### config.mk
export PLATFORM = sky130hd
export DESIGN_NAME = text_terminal_controller
export DESIGN_NICKNAME = d
export VERILOG_FILES = /design/src/rtl/terminal_pkg.sv /design/src/rtl/text_terminal_controller.sv
export SDC_FILE = /design/constraint.sdc
export NUM_CORES = 1
export LEC_CHECK = 0
export ABC_AREA = 1
export BUFFER_PORTS_ARGS = -buffer_cell sky130_fd_sc_hd__buf_4
export CAP_MARGIN = 30
export CORE_ASPECT_RATIO = 0.5
export CORE_UTILIZATION = 64
export DETAILED_ROUTE_END_ITERATION = 12
export PLACE_DENSITY = 0.84
export SETUP_SLACK_MARGIN = 0.15
export SYNTH_ARGS = -nofsm -noshare
export SYNTH_HDL_FRONTEND = slang
export SYNTH_SLANG_ARGS = --single-unit
### constraint.sdc
create_clock -name Clock -period 5.6 [get_ports Clock]
set_input_delay 0.84 -clock Clock [delete_from_list [all_inputs] [get_ports Clock]]
set_output_delay 0.84 -clock Clock [all_outputs]
set_load 0.02 [all_outputs]
### src/rtl/terminal_pkg.sv
// Shared constants and types for the 80x30 text terminal byte-stream sequencer.
// Latency: n/a (declarations only).
// Backpressure: n/a; TERMINAL_COLOR_EN selects whether colour codes are honoured.
package terminal_pkg;

  localparam int DEFAULT_COLUMNS = 80;
  localparam int DEFAULT_ROWS    = 30;

  localparam logic [7:0] CODE_NUL       = 8'h00;
  localparam logic [7:0] CODE_BACKSPACE = 8'h08;
  localparam logic [7:0] CODE_LF        = 8'h0A;
  localparam logic [7:0] CODE_FF        = 8'h0C;
  localparam logic [7:0] CODE_CR        = 8'h0D;
  localparam logic [7:0] CODE_HOME      = 8'h1B;

  localparam logic [2:0] DEFAULT_COLOR = 3'b111;

  typedef enum logic {
    ST_IDLE  = 1'b0,
    ST_CLEAR = 1'b1
  } term_state_e;

  // Bytes 0x01..0x07 select an RGB attribute rather than printing.
  function automatic logic is_color_code(input logic [7:0] b);
    return (b >= 8'h01) && (b <= 8'h07);
  endfunction

endpackage

### src/rtl/text_terminal_controller.sv
// Byte-stream sequencer: UART bytes -> cursor moves and character RAM writes; TERMINAL_COLOR_EN enables colour codes.
// Latency: 1 cycle from byte acceptance to registered RAM write; cursor updates at the accepting edge.
// Backpressure: Ready_o drops for the duration of a form-feed screen clear (one blank write per cycle).
module text_terminal_controller
  import terminal_pkg::*;
#(
  parameter int         COLUMNS       = DEFAULT_COLUMNS,
  parameter int         ROWS          = DEFAULT_ROWS,
  parameter int         ADDRESS_WIDTH = 12,
  parameter logic [7:0] BLANK_CHAR    = 8'h20
) (
  input  logic                     Clock,
  input  logic                     Reset,
  input  logic [7:0]               Data_i,
  input  logic                     DataValid_i,
  output logic                     Ready_o,
  output logic                     WriteEnable_o,
  output logic [ADDRESS_WIDTH-1:0] WriteAddress_o,
  output logic [7:0]               WriteData_o,
  output logic [2:0]               WriteColor_o,
  output logic [6:0]               CursorX_o,
  output logic [4:0]               CursorY_o
);

  localparam logic [ADDRESS_WIDTH-1:0] LAST_ADDR = ADDRESS_WIDTH'(COLUMNS * ROWS - 1);
  localparam logic [6:0]               LAST_X    = 7'(COLUMNS - 1);
  localparam logic [4:0]               LAST_Y    = 5'(ROWS - 1);

  term_state_e              state_q, state_d;
  logic [6:0]               cur_x_q, cur_x_d;
  logic [4:0]               cur_y_q, cur_y_d;
  logic [ADDRESS_WIDTH-1:0] clr_cnt_q, clr_cnt_d;
  logic                     wr_en_q, wr_en_d;
  logic [ADDRESS_WIDTH-1:0] wr_addr_q, wr_addr_d;
  logic [7:0]               wr_data_q, wr_data_d;
  logic [6:0]               bk_x;
  logic [4:0]               bk_y;
  logic                     accept;

`ifdef TERMINAL_COLOR_EN
  logic [2:0]               color_q, color_d;
  logic [2:0]               wr_color_q, wr_color_d;
`endif

  // Linear cell address, computed at the RAM address width.
  function automatic logic [ADDRESS_WIDTH-1:0] cell_addr(input logic [6:0] x, input logic [4:0] y);
    return ADDRESS_WIDTH'(y) * ADDRESS_WIDTH'(COLUMNS) + ADDRESS_WIDTH'(x);
  endfunction

  assign Ready_o = (state_q == ST_IDLE);
  assign accept  = DataValid_i && Ready_o;

  // Next-state, cursor and write-port decode for both states.
  always_comb begin
    state_d   = state_q;
    cur_x_d   = cur_x_q;
    cur_y_d   = cur_y_q;
    clr_cnt_d = clr_cnt_q;
    wr_en_d   = 1'b0;
    wr_addr_d = wr_addr_q;
    wr_data_d = wr_data_q;
    bk_x      = cur_x_q;
    bk_y      = cur_y_q;
`ifdef TERMINAL_COLOR_EN
    color_d   = color_q;
`endif

    unique case (state_q)
      ST_IDLE: begin
        if (accept) begin
          case (Data_i)
            CODE_NUL: begin
              // Padding byte: nothing to do.
            end
            CODE_BACKSPACE: begin
              // The home cell is a hard stop: no move and no blank written.
              if ((cur_x_q != 7'd0) || (cur_y_q != 5'd0)) begin
                if (cur_x_q == 7'd0) begin
                  bk_x = LAST_X;
                  bk_y = cur_y_q - 5'd1;
                end else begin
                  bk_x = cur_x_q - 7'd1;
                  bk_y = cur_y_q;
                end
                cur_x_d   = bk_x;
                cur_y_d   = bk_y;
                wr_en_d   = 1'b1;
                wr_addr_d = cell_addr(bk_x, bk_y);
                wr_data_d = BLANK_CHAR;
              end
            end
            CODE_LF: begin
              // No scrolling: the cursor simply wraps to the top row.
              cur_y_d = (cur_y_q == LAST_Y) ? 5'd0 : cur_y_q + 5'd1;
            end
            CODE_CR: begin
              cur_x_d = 7'd0;
            end
            CODE_FF: begin
              // Cell 0 is emitted on the accepting edge; the counter then covers the rest.
              state_d   = ST_CLEAR;
              cur_x_d   = 7'd0;
              cur_y_d   = 5'd0;
              wr_en_d   = 1'b1;
              wr_addr_d = '0;
              wr_data_d = BLANK_CHAR;
              clr_cnt_d = ADDRESS_WIDTH'(1);
            end
            CODE_HOME: begin
              cur_x_d = 7'd0;
              cur_y_d = 5'd0;
            end
            default: begin
              if (is_color_code(Data_i)) begin
`ifdef TERMINAL_COLOR_EN
                color_d = Data_i[2:0];
`endif
              end else begin
                // Printable: write at the pre-advance cursor, then advance with wrap.
                wr_en_d   = 1'b1;
                wr_addr_d = cell_addr(cur_x_q, cur_y_q);
                wr_data_d = Data_i;
                if (cur_x_q == LAST_X) begin
                  cur_x_d = 7'd0;
                  cur_y_d = (cur_y_q == LAST_Y) ? 5'd0 : cur_y_q + 5'd1;
                end else begin
                  cur_x_d = cur_x_q + 7'd1;
                end
              end
            end
          endcase
        end
      end
      ST_CLEAR: begin
        wr_en_d   = 1'b1;
        wr_addr_d = clr_cnt_q;
        wr_data_d = BLANK_CHAR;
        if (clr_cnt_q == LAST_ADDR) begin
          // Leaving on the last emitted cell lets a byte be accepted during that write.
          state_d   = ST_IDLE;
          clr_cnt_d = '0;
        end else begin
          clr_cnt_d = clr_cnt_q + ADDRESS_WIDTH'(1);
        end
      end
      default: begin
        state_d = ST_IDLE;
      end
    endcase
  end

`ifdef TERMINAL_COLOR_EN
  // Every write, clear and backspace included, carries the current colour.
  always_comb begin
    wr_color_d = wr_en_d ? color_q : wr_color_q;
  end
`endif

  // State, cursor, clear counter and registered write port.
  always_ff @(posedge Clock or negedge Reset) begin
    if (!Reset) begin
      state_q   <= ST_IDLE;
      cur_x_q   <= 7'd0;
      cur_y_q   <= 5'd0;
      clr_cnt_q <= '0;
      wr_en_q   <= 1'b0;
      wr_addr_q <= '0;
      wr_data_q <= 8'h00;
    end else begin
      state_q   <= state_d;
      cur_x_q   <= cur_x_d;
      cur_y_q   <= cur_y_d;
      clr_cnt_q <= clr_cnt_d;
      wr_en_q   <= wr_en_d;
      wr_addr_q <= wr_addr_d;
      wr_data_q <= wr_data_d;
    end
  end

`ifdef TERMINAL_COLOR_EN
  // Colour register and the colour latched alongside each write.
  always_ff @(posedge Clock or negedge Reset) begin
    if (!Reset) begin
      color_q    <= DEFAULT_COLOR;
      wr_color_q <= DEFAULT_COLOR;
    end else begin
      color_q    <= color_d;
      wr_color_q <= wr_color_d;
    end
  end

  assign WriteColor_o = wr_color_q;
`else
  assign WriteColor_o = DEFAULT_COLOR;
`endif

  assign WriteEnable_o  = wr_en_q;
  assign WriteAddress_o = wr_addr_q;
  assign WriteData_o    = wr_data_q;
  assign CursorX_o      = cur_x_q;
  assign CursorY_o      = cur_y_q;

endmodule

==> results.cfg <==
[synth]
synth_cells = 557
synth_edf_count = 0
synthArstFlopShare_pct = 100.0
synth.most_common_cell = nand2_1
ys.flop_type = dfrtp_1
yosys-top-cells-area = dfrtp_1 (30%), nand2_1 (16%), ha_1 (7.8%)
synth-seq-cells = 46
synthDistinctLibCells = 40
syn_area_um2 = 3861
synth_area_leader_cell = dfrtp_1
ys.warnings.count = 0
synth_top_area_share_pct = 29.81
avgSynthCellArea_um2 = 6.932
synth_common_cells = nand2_1 (165), inv_1 (67), nand3_1 (53)
yosysSeqAreaShare_pct = 29.81

[timing]
hold_violations = 0
post-route-period-util_pct = 69.69
timing.final.crit_period_ps = 3903
slew_headroom_pct = 29.30
rsz0062_at_grt = no
clock.fmax_ghz = 0.2562
finalSetupViolCount = 0
drv_slew = 0
skew_ps = 8.031
fin_ws_ps = 1697
tightestPinTransition_ps = 1059
fin_setup_tns_ps = 0

[critical_path]
r2r_slack_ps = 1700
cp-start-kind = register
reg2reg_to = WriteAddress_o[11]$_DFFE_PN0P_
rr_worst_depth = 22
critPathMaxStageDelay_ps = 450
crit_fanout = 11
cp_cell_sequence = inv_1, ha_1, inv_1, nor2_1, nand3_1, o21ai_0, inv_1, ha_1, ha_1, inv_1, fa_1, nor2_1, nand4_1, nand2_1, nand2_1, inv_1, nand3_1, nand2_1, nand2_1, nand2_1, nand2_1, nand2_1
timing.critical_path.required_ps = 5840
worst_setup_path_end_kind = register
cp.arrival_ps = 4150
worst-setup-path-type = register to register
crit_path_top_delay_cell = fa_1
r2r_start = CursorX_o[0]$_DFFE_PN0P_
critical_path.most_common_cell = nand2_1

[layout]
drive_above_1_share_pct = 13.61
n_antenna_cell = 0
fillers = 433
nNetsFinal = 633
final_area_um2 = 4349
syn_to_final_growth_pct = 12.64

[outcome]
status = complete, but fails checks
violations = design-rule violations

[floorplan]
dieWidth_um = 111.8
core-area_um2 = 5634
die_y_um = 56.93
initial_core_util_pct = 68.53
dieArea_um2 = 6367
num_rows = 19
io-pin-count = 48

[routing]
drt-initial-drc-count = 412
wl_per_cell_um = 15.37
drc = 3
wirelength_met1_um = 4775
vias = 3836
wirelength_um = 10270
route.met2.wl_um = 4342
first_pass_iters = 10
met3_length_um = 957
dr.max_layer_used = met4
routed_via_density = 5.743
detail-route-antenna-nets = 0

[place]
io_buffers = 44
post-place-ws_ps = 1840
dp_hpwl_um = 7687
place_area_um2 = 4183
finalWeightedCongestion = 0.9648

[worst_hold_path]
hold_start = WriteAddress_o[6]$_DFFE_PN0P_
hp-class = register to register
worstHoldEndpoint = WriteAddress_o[6]$_DFFE_PN0P_
whs_path_depth = 2

[power_and_ir_drop]
power_density_nw_per_um2 = 200.8
p_leak_uw = 0.002221
irDropWorstVdd_v = 0.0001272

[global_route]
grt_pass1_vias = 3442
track_usage_pct = 34.75
grt_start_max_net_pins = 47
grt_overflow_total = 0
antenna_found_initial = 0
grt_pass1_wl_um = 16970

[clock_tree]
numClockSinks = 46
h-tree-depth = 2
clk_path_buf_depth = 2
postCtsSetupBuffers = 0
root_buffer = clkbuf_16
clock_latency_ps = 300
ctsHoldBuffers = 0
cts.clk_slew.worst_paths_ps = 70
cts_resized = 0
cts_buffers = 5
cts_tree = built

[run]
drv_cap = 0
critical path: cells and delay by family, from the launching register on:
family	cells	cell delay, ps
AO/OA/AOI/OAI	1	340
AND/OR/NAND/NOR	12	1320
buffers and inverters	5	570
adder cells (fa/ha/maj)	4	1190
flip-flops	1	430
cell type report:
type                            count  area (um2)  share of cell area [%]
Inverter                           72       272.8                   6.272
Clock buffer                        6       128.9                   2.963
Timing Repair Buffer               44       330.3                   7.595
Sequential cell                    46        1151                   26.47
Tap cell                           73       91.34                   2.100
Clock inverter                      2       37.54                  0.8631
Multi-Input combinational cell    425        2337                   53.74
how the worst max path moves through the flow:
stage | startpoint | to | slack, ps | cells after the start
2_1_floorplan | CursorX_o[0]$_DFFE_PN0P_ | WriteAddress_o[11]$_DFFE_PN0P_ | 2310 | 23
3_3_place_gp | CursorX_o[0]$_DFFE_PN0P_ | WriteAddress_o[11]$_DFFE_PN0P_ | 2080 | 22
3_5_place_dp | CursorX_o[0]$_DFFE_PN0P_ | WriteAddress_o[11]$_DFFE_PN0P_ | 1840 | 22
4_1_cts | CursorX_o[0]$_DFFE_PN0P_ | WriteAddress_o[11]$_DFFE_PN0P_ | 1750 | 22
5_1_grt | CursorX_o[0]$_DFFE_PN0P_ | WriteAddress_o[11]$_DFFE_PN0P_ | 1250 | 22
6_report | CursorX_o[0]$_DFFE_PN0P_ | WriteAddress_o[11]$_DFFE_PN0P_ | 1700 | 22
cells in the final DEF, fill, tap and decap left out, types with 4 or more instances in the layout:
cell,n
xnor2_1,5
a21oi_1,13
nor2_1,49
nand4_1,5
inv_1,67
o22ai_1,8
nand3_1,53
buf_4,44
nand2_1,165
o21ai_1,6
nor2_2,7
nand3_2,4
o21ai_0,27
nand3b_1,4
nor3_1,9
dfrtp_1,46
xor2_1,13
o221ai_1,4
ha_1,24
fa_1,4
clkbuf_16,5
inv_2,4
power breakdown:
group          internal (uW)  switching, uW
Combinational           65.9            111
Sequential               337           11.5
Clock                    211            137
flip-flops by register name (all words and copies together) (netlist names):
register / flops
WriteAddress_o: 12
CursorX_o: 7
state_q: 1
CursorY_o: 5
WriteData_o: 8
clr_cnt_q: 12
WriteEnable_o: 1
cells by family after synthesis:
family | Yosys count | share of synthesized area, %
other | 1 | 0.09712
DFF | 46 | 29.81
and+or+nand+nor | 308 | 35.90
adders and majority gates | 28 | 9.851
xor gates and xnor gates | 18 | 4.083
buffers and inverters | 88 | 9.851
AOI/OAI and AO/OA | 68 | 10.40
per-stage QoR:
| step | power (uW) | cells | hold WS, ps | util [%] |
|---|---|---|---|---|
| 2_1_floorplan | 475.0 | 559 | 467.2 | - |
| 3_3_place_gp | 522.2 | 660 | 462.2 | 74.24 |
| 3_5_place_dp | 526.5 | 660 | 466.0 | 74.24 |
| 4_1_cts | 870.8 | 668 | 483.2 | 77.19 |
| 5_1_grt | 907.3 | 668 | 495.2 | 77.19 |
| 6_report | 873.5 | 668 | 478.5 | 77.19 |
routing by layer:
metal  GRT usage (%)  vias to the layer above
met2           54.04                      176
met4           10.62                        0
met1           49.21                     1771
met5               0                        -
li1                -                     1868
met3           7.019                       21
No activity file was read; power rests on OpenSTA's default activity.
